**src/rtl/pc_gen_unit.sv**
```systemverilog
// Program-counter generator: resolves the next PC from branch type and ALU flags,
// keeps a circular return-address stack, and traps misaligned taken targets.
module pc_gen_unit #(
    parameter int              XLEN      = 32,
    parameter logic [XLEN-1:0] RESET_PC  = '0,
    parameter int              RAS_DEPTH = 4,
    parameter int              IALIGN    = 4
) (
    input  logic            CLK,
    input  logic            RST,
    output logic            pc_valid,
    input  logic            pc_ready,
    output logic [XLEN-1:0] pc,
    output logic [XLEN-1:0] return_pc,
    input  logic [2:0]      branch_type,
    input  logic [XLEN-1:0] pc_offset,
    input  logic [XLEN-1:0] target_pc,
    input  logic            alu_zero,
    input  logic            alu_neg,
    input  logic            link,
    input  logic            ret,
    output logic [XLEN-1:0] ras_top,
    output logic            ras_valid,
    output logic            fault,
    output logic [XLEN-1:0] fault_pc,
    input  logic            fault_clr,
    input  logic [XLEN-1:0] redirect_pc
);

    localparam int PTR_W = $clog2(RAS_DEPTH);
    localparam int CNT_W = PTR_W + 1;
    localparam logic [CNT_W-1:0] DEPTH_CNT = CNT_W'(RAS_DEPTH);
    localparam logic [XLEN-1:0] ALIGN_MASK = (IALIGN == 2) ?
        {{(XLEN-1){1'b1}}, 1'b0} : {{(XLEN-2){1'b1}}, 2'b00};

    typedef enum logic [1:0] {HOLD, RUN, FAULT} state_t;

    state_t            state, next_state;
    logic              taken, is_jump, is_jalr;
    logic [XLEN-1:0]   jump_target, next_pc;
    logic              misaligned, handshake, advance;
    logic [XLEN-1:0]   ras_mem [RAS_DEPTH];
    logic [PTR_W-1:0]  top;
    logic [CNT_W-1:0]  count;
    logic              ras_empty, do_push, do_pop, do_replace;

    always_comb begin
        taken   = 1'b0;
        is_jump = 1'b0;
        is_jalr = 1'b0;
        case (branch_type)
            3'b001: begin taken = 1'b1; is_jump = 1'b1; end
            3'b010: begin taken = 1'b1; is_jump = 1'b1; is_jalr = 1'b1; end
            3'b011: taken = alu_zero;
            3'b100: taken = !alu_zero;
            3'b101: taken = alu_neg;
            3'b110: taken = !alu_neg;
            default: taken = 1'b0;
        endcase
    end

    assign return_pc   = pc + XLEN'(4);
    assign jump_target = is_jalr ? {target_pc[XLEN-1:1], 1'b0} : pc + pc_offset;
    assign next_pc     = taken ? jump_target : return_pc;
    assign misaligned  = taken && ((jump_target & ~ALIGN_MASK) != '0);
    assign handshake   = (state == RUN) && pc_ready;
    assign advance     = handshake && !misaligned;

    always_comb begin
        next_state = state;
        pc_valid   = 1'b0;
        fault      = 1'b0;
        case (state)
            HOLD:  next_state = RUN;
            RUN: begin
                pc_valid = 1'b1;
                if (handshake && misaligned) next_state = FAULT;
            end
            FAULT: begin
                fault = 1'b1;
                if (fault_clr) next_state = RUN;
            end
            default: next_state = HOLD;
        endcase
    end

    always_ff @(posedge CLK or posedge RST) begin
        if (RST) state <= HOLD;
        else     state <= next_state;
    end

    always_ff @(posedge CLK or posedge RST) begin
        if (RST) begin
            pc       <= RESET_PC;
            fault_pc <= '0;
        end else begin
            if (advance)
                pc <= next_pc;
            else if (state == FAULT && fault_clr)
                pc <= redirect_pc & ALIGN_MASK;
            if (handshake && misaligned)
                fault_pc <= jump_target;
        end
    end

    // A pop-then-push on an empty stack degenerates to a plain push.
    assign ras_empty  = (count == '0);
    assign do_pop     = advance && is_jalr && ret && !link && !ras_empty;
    assign do_replace = advance && is_jalr && ret && link && !ras_empty;
    assign do_push    = advance && is_jump && link && !(is_jalr && ret && !ras_empty);

    always_ff @(posedge CLK or posedge RST) begin
        if (RST) begin
            top   <= '0;
            count <= '0;
            for (int i = 0; i < RAS_DEPTH; i++) ras_mem[i] <= '0;
        end else if (do_push) begin
            top                   <= top + PTR_W'(1);
            ras_mem[top + PTR_W'(1)] <= return_pc;
            if (count != DEPTH_CNT) count <= count + CNT_W'(1);
        end else if (do_pop) begin
            top   <= top - PTR_W'(1);
            count <= count - CNT_W'(1);
        end else if (do_replace) begin
            ras_mem[top] <= return_pc;
        end
    end

    assign ras_valid = !ras_empty;
    assign ras_top   = ras_empty ? '0 : ras_mem[top];

endmodule

```
**config.mk**
```make
export PLATFORM = sky130hd
export DESIGN_NAME = pc_gen_unit
export DESIGN_NICKNAME = d
export VERILOG_FILES = /design/src/rtl/pc_gen_unit.sv
export SDC_FILE = /design/constraint.sdc
export NUM_CORES = 1
export LEC_CHECK = 0
export ABC_AREA = 1
export CORE_MARGIN = 5
export CORE_UTILIZATION = 30
export CTS_CLUSTER_DIAMETER = 150
export CTS_CLUSTER_SIZE = 14
export DETAILED_ROUTE_END_ITERATION = 7
export PLACE_DENSITY = 0.61
export SKIP_LAST_GASP = 1
export SLEW_MARGIN = 20
export SYNTH_ARGS = -nofsm -noshare
export SYNTH_HDL_FRONTEND = slang
export SYNTH_SLANG_ARGS = --single-unit
```
**constraint.sdc**
```tcl
create_clock -name CLK -period 6.8 [get_ports CLK]
set_input_delay 1.36 -clock CLK [delete_from_list [all_inputs] [get_ports CLK]]
set_output_delay 1.36 -clock CLK [all_outputs]
set_load 0.05 [all_outputs]
```
==> Word-level counts from Yosys, hierarchy flattened <==
Cells that the tools add are included.
{ "totals": {"regBits": 199, "input_bits": 107, "output_inout_bits": 131, "elab_cells": 98} }
{ "op_classes": {"add_sub_neg": 6, "n_lt_le_gt_ge": 4, "eq_ne": 13, "n_mux": 30, "bitwise": 2, "reduce_logical": 34} }
{ "ops": {"columns": ["op", "n"], "rows": [
  ["two-way mux 128 bit", 3],
  ["two-way mux 32 bit", 9],
  ["bitwise mux 128 bit", 2],
  ["demux 32 bit (select 2 bit)", 2],
  ["binary-select mux 32 bit (select 2 bit)", 1],
  ["adder 32 x 3 -> 32 bit (second input constant)", 1],
  ["adder 32 bit", 1],
  ["nonzero test 32 bit", 1],
  ["logical AND 1 bit", 18],
  ["equality test 3 bit (second input constant)", 3],
  ["two-way mux 3 bit", 3],
  ["two-way mux 2 bit", 4],
  ["equality test 3 x 2 -> 1 bit (second input constant)", 2],
  [">= comparator 3 bit (second input constant)", 2],
  ["zero test 1 bit", 6],
  ["< comparator 3 x 1 -> 1 bit (second input constant)", 2],
  ["inverter 2 -> 3 bit", 2],
  ["case mux 2 bit (3 select lines)", 1],
  ["AND reduction 2 bit", 3],
  ["nonzero test 2 bit", 3],
  ["case mux 1 bit (5 select lines)", 1],
  ["two-way mux 1 bit", 4],
  ["!= test 2 x 1 -> 1 bit (second input constant)", 2],
  ["!= test 2 bit (second input constant)", 2],
  ["11 further kinds", 11]
]} }

==> Depth between registers and ports, before layout <==
{ "depth": {"depth_word": 14, "depth_mapped": 16, "depth_no_buf": 15} }

==> Worst setup path after synthesis <==
No wires, ideal clock.
{ "synth_path": {"path_type": "register -> output", "from": "register pc[2]", "to": "output port return_pc[30]", "t_arrival_ns": 2.477, "required_time_ns": 5.440, "setup_slack_ns": 2.963, "path_stages_with_launch": 6, "path_buffers": 0, "cell_sequence": "dfrtp_1 ha_1 nand3_1 nor2_1 nand2_1 xnor2_1"} }
{ "synth_between": {"elab_chain_len": 1} }
{ "synth_rtl": {"columns": ["item", "line_no", "text"], "rows": [
  ["from (decl)", "13", "output logic [XLEN-1:0] pc,"],
  ["from (signal assigned)", "98", "pc <= next_pc;"],
  ["from (signal assigned)", "100", "pc <= redirect_pc & ALIGN_MASK;"],
  ["adder 32 x 3 -> 32 bit", "62", "assign return_pc = pc + XLEN'(4);"],
  ["to (decl)", "14", "output logic [XLEN-1:0] return_pc,"]
]} }
No other way between the ends.

==> Worst setup path in the final report <==
{ "layout_path": {"from": "register pc[2]", "to": "output port return_pc[12]"} }
The elaborated chain is that of the path after synthesis.

==> flow_summary.json <==
{
  "io_pins": 238,
  "cts_tree": "yes",
  "min_from": "ras_mem[50]",
  "r2r_slack_ns": 3.14,
  "first_pass_iters": 5,
  "vdd_drop_max_uv": 292,
  "netlist_instances": 1905,
  "worstMarginPinSlew_ns": 1.07,
  "ys_seq_area_share_pct": 39.2,
  "antenna_found_initial": 2,
  "path_max_fanout": 10,
  "setup_viol": 0,
  "syn_avg_cell_area_sq_um": 6.67,
  "min_path_cells": 2,
  "clockPowerShare_pct": 12.2,
  "fmax_ghz": 0.180,
  "first_global_vias": 13076,
  "hold_end": "ras_mem[50]",
  "swShare_pct": 55.6,
  "status": "completed",
  "synthFlopType": "dfrtp_1",
  "slowest_stage": "clkdlybuf4s50_1",
  "worst_ep_required_time_ns": 5.44,
  "numPortBuffers": 234,
  "relSlewSlack_pct": 28.8,
  "drive_gt1_share_pct": 4.31,
  "dpl.cell_count": 2619,
  "place_ws_ns": 1.73,
  "vias": 13059,
  "rr_endpoint": "ras_mem[118]",
  "floorplan.initialDensity_pct": 30.3,
  "synth_cell_types": 37,
  "ff2ff_path_depth": 13,
  "viasPerCell": 4.92,
  "cts-htree-levels": 4,
  "clock_skew_ns": 0.0112,
  "async_flop_share_pct": 100,
  "grt_max_degree": 102,
  "cts_root_buffer": "clkbuf_16",
  "core_sq_um": 41900,
  "placementRows": 75,
  "finalCriticalPeriod_ns": 5.54,
  "rr_startpoint": "pc[0]",
  "die_h_microns": 216,
  "hp-class": "reg -> reg",
  "cts_buffer_depth": 2,
  "synth_fp_nets": 2053,
  "powerDensity_nw_per_um2": 562,
  "min_period_over_period_pct": 81.5,
  "die_area_sq_um": 46600,
  "synth_top_area_share_pct": 39.2,
  "gp_congestion": 0.917,
  "die_w_microns": 216,
  "cts_inserted_buffers": 17,
  "finalNetCount": 2247,
  "cpPeakStageDelay_ns": 0.73,
  "grt_setup_unrepaired": "false",
  "ant_nets": 0,
  "crit_type": "reg -> out",
  "dp_hpwl_microns": 36400,
  "crit_chain": "ha_1, nand3_1, nor3_1, nand2_1, nor2_1, xor2_1, inv_1, clkdlybuf4s50_1",
  "grt_overflow": 0,
  "start_kind": "flip-flop",
  "layout_commonest_cell": "nand2_1",
  "yosysTopAreaCell": "dfrtp_1",
  "post-cts-setup-buffers": 0,
  "wl_per_cell_microns": 18.1,
  "grt_usage_pct": 20.4,
  "synthTopCellsByArea": "dfrtp_1 (39%), nand2_1 (18%), o21ai_0 (8.0%), nor2_1 (6.8%), inv_1 (6.5%)",
  "critPathLaunch": "pc[2]",
  "final_cell_mix": "nand2_1 (593), clkdlybuf4s50_1 (234), nor2_1 (230)",
  "slew_viol_final": 0,
  "p_sw_w": 0.00507,
  "end_kind": "output port",
  "cts_resized": 0,
  "comb_power_share_pct": 64.4,
  "hold_ws_ns": 0.477,
  "clock_latency_ns": 0.45,
  "hold_violations": 0,
  "clock-sinks": 199,
  "seq_power_share_pct": 23.5,
  "grt_pass1_wl_microns": 74900,
  "p_int_w": 0.00405,
  "yosys_register_bits": 199,
  "drtIter0Drc": 887,
  "synth_area_sq_um": 12700,
  "areaGrowthSynthToFinish_pct": 27.6,
  "cap_violations": 0,
  "cts_hold_buffers": 0,
  "drc": 0,
  "leakage_nw": 8.01,
  "crit_family": "simple AND/OR/NAND/NOR gates",
  "layout.cells.non_filler": 2653,
  "final.setup.tns_ns": 0,
  "worst_slack_ns": 1.26,
  "path_clk_slew_ns": 0.08,
  "routed_wl_microns": 47900,
  "synth_edf_count": 0,
  "crit_buf_inv": 2,
  "arrival_ns": 4.18,
  "yosys_warnings": 0
}
cell usage after synthesis, types with 2 or more instances:
master    count
a21o_1        2
a21oi_1      94
a22oi_1       4
a31oi_1       2
buf_1         4
buf_2         7
buf_4         2
clkbuf_1     65
dfrtp_1     199
fa_1          2
ha_1         39
inv_1       220
inv_2         2
nand2_1     593
nand2_2       2
nand3_1     102
nand3_2       2
nand3b_1      6
nand4_1       6
nor2_1      231
nor3_1       17
nor3b_1       2
o211ai_1      8
o21ai_0     204
o21ai_1      30
o21bai_1      3
or2_2        24
xnor2_1       8
xor2_1       17
power groups by stage:
stage          Clock (W)  Sequential (W)  Combinational [W]
6_report         0.00111         0.00214            0.00586
3_3_place_gp           0         0.00214            0.00584
4_1_cts          0.00113         0.00213            0.00591
5_1_grt          0.00118         0.00220            0.00640
3_5_place_dp           0         0.00215            0.00589
2_1_floorplan          0         0.00257            0.00336
routing by layer:
| metal | share of wire [%] | wire length, microns | GRT usage [%] |
|---|---|---|---|
| met1 | 44 | 21300 | 27.0 |
| met2 | 48 | 23200 | 34.8 |
| met3 | 5.0 | 2420 | 3.20 |
| met4 | 2.2 | 1060 | 5.93 |
| met5 | 0 | 0 | 0 |
cell type report:
| type | instances | area (sq um) |
|---|---|---|
| Fill cell | 4430 | 25700 |
| Multi-Input combinational cell | 1405 | 6580 |
| Sequential cell | 199 | 4980 |
| Timing Repair Buffer | 253 | 2480 |
| Inverter | 223 | 845 |
| Tap cell | 539 | 674 |
| Clock buffer | 18 | 439 |
| Clock inverter | 14 | 193 |
| Antenna cell | 2 | 5.00 |
kinds of logic (layout without fill, tap and decap cells):
group                    after synthesis  in the layout  share of synthesized area [%]
flip-flops                           199            199                           39.2
buffers and inverters                301            508                           9.02
AND/OR/NAND/NOR                      989            989                           31.6
AO/OA/AOI/OAI                        350            350                           14.3
XOR/XNOR                              25             25                           1.72
adder cells (fa/ha/maj)               41             41                           4.16
other                                  0              2                              0
worst max-delay path by stage:
stage | endpoint | slack [ns] | cells past startpoint
floorplan | count[0] | 0.01 | 1
global placement | return_pc[12] | 1.78 | 8
detailed placement | ras_mem[118] | 1.73 | 13
CTS | return_pc[12] | 1.23 | 8
global route | return_pc[12] | 0.98 | 8
finish | return_pc[12] | 1.26 | 8
stage by stage:
stage	util (%)	total power (W)	cell area (sq um)
final	38.6	0.00911	16200
after detailed placement	37.1	0.00804	15600
after global routing	38.6	0.00977	16200
after floorplan	-	0.00593	12700
after global placement	37.1	0.00798	15600
after CTS	38.6	0.00917	16200
worst register-to-register path, stage by stage, from the launching register on:
cell and delay, ns:
dfrtp_1 0.46, ha_1 0.31, fa_1 0.45, inv_1 0.07, nand2_1 0.05, o21ai_0 0.10, nand2_1 0.09, nand2_1 0.11
nand2_2 0.16, nor3_4 0.40, nand3_2 0.64, buf_4 0.50, nand2_1 0.09, o21ai_0 0.08
flip-flops by register name (all words and copies together), names as in the netlist:
register and flops:
count 3, fault_pc 32, pc 32, ras_mem 128, state 2, top 2
No activity file was read; power rests on OpenSTA's default activity.
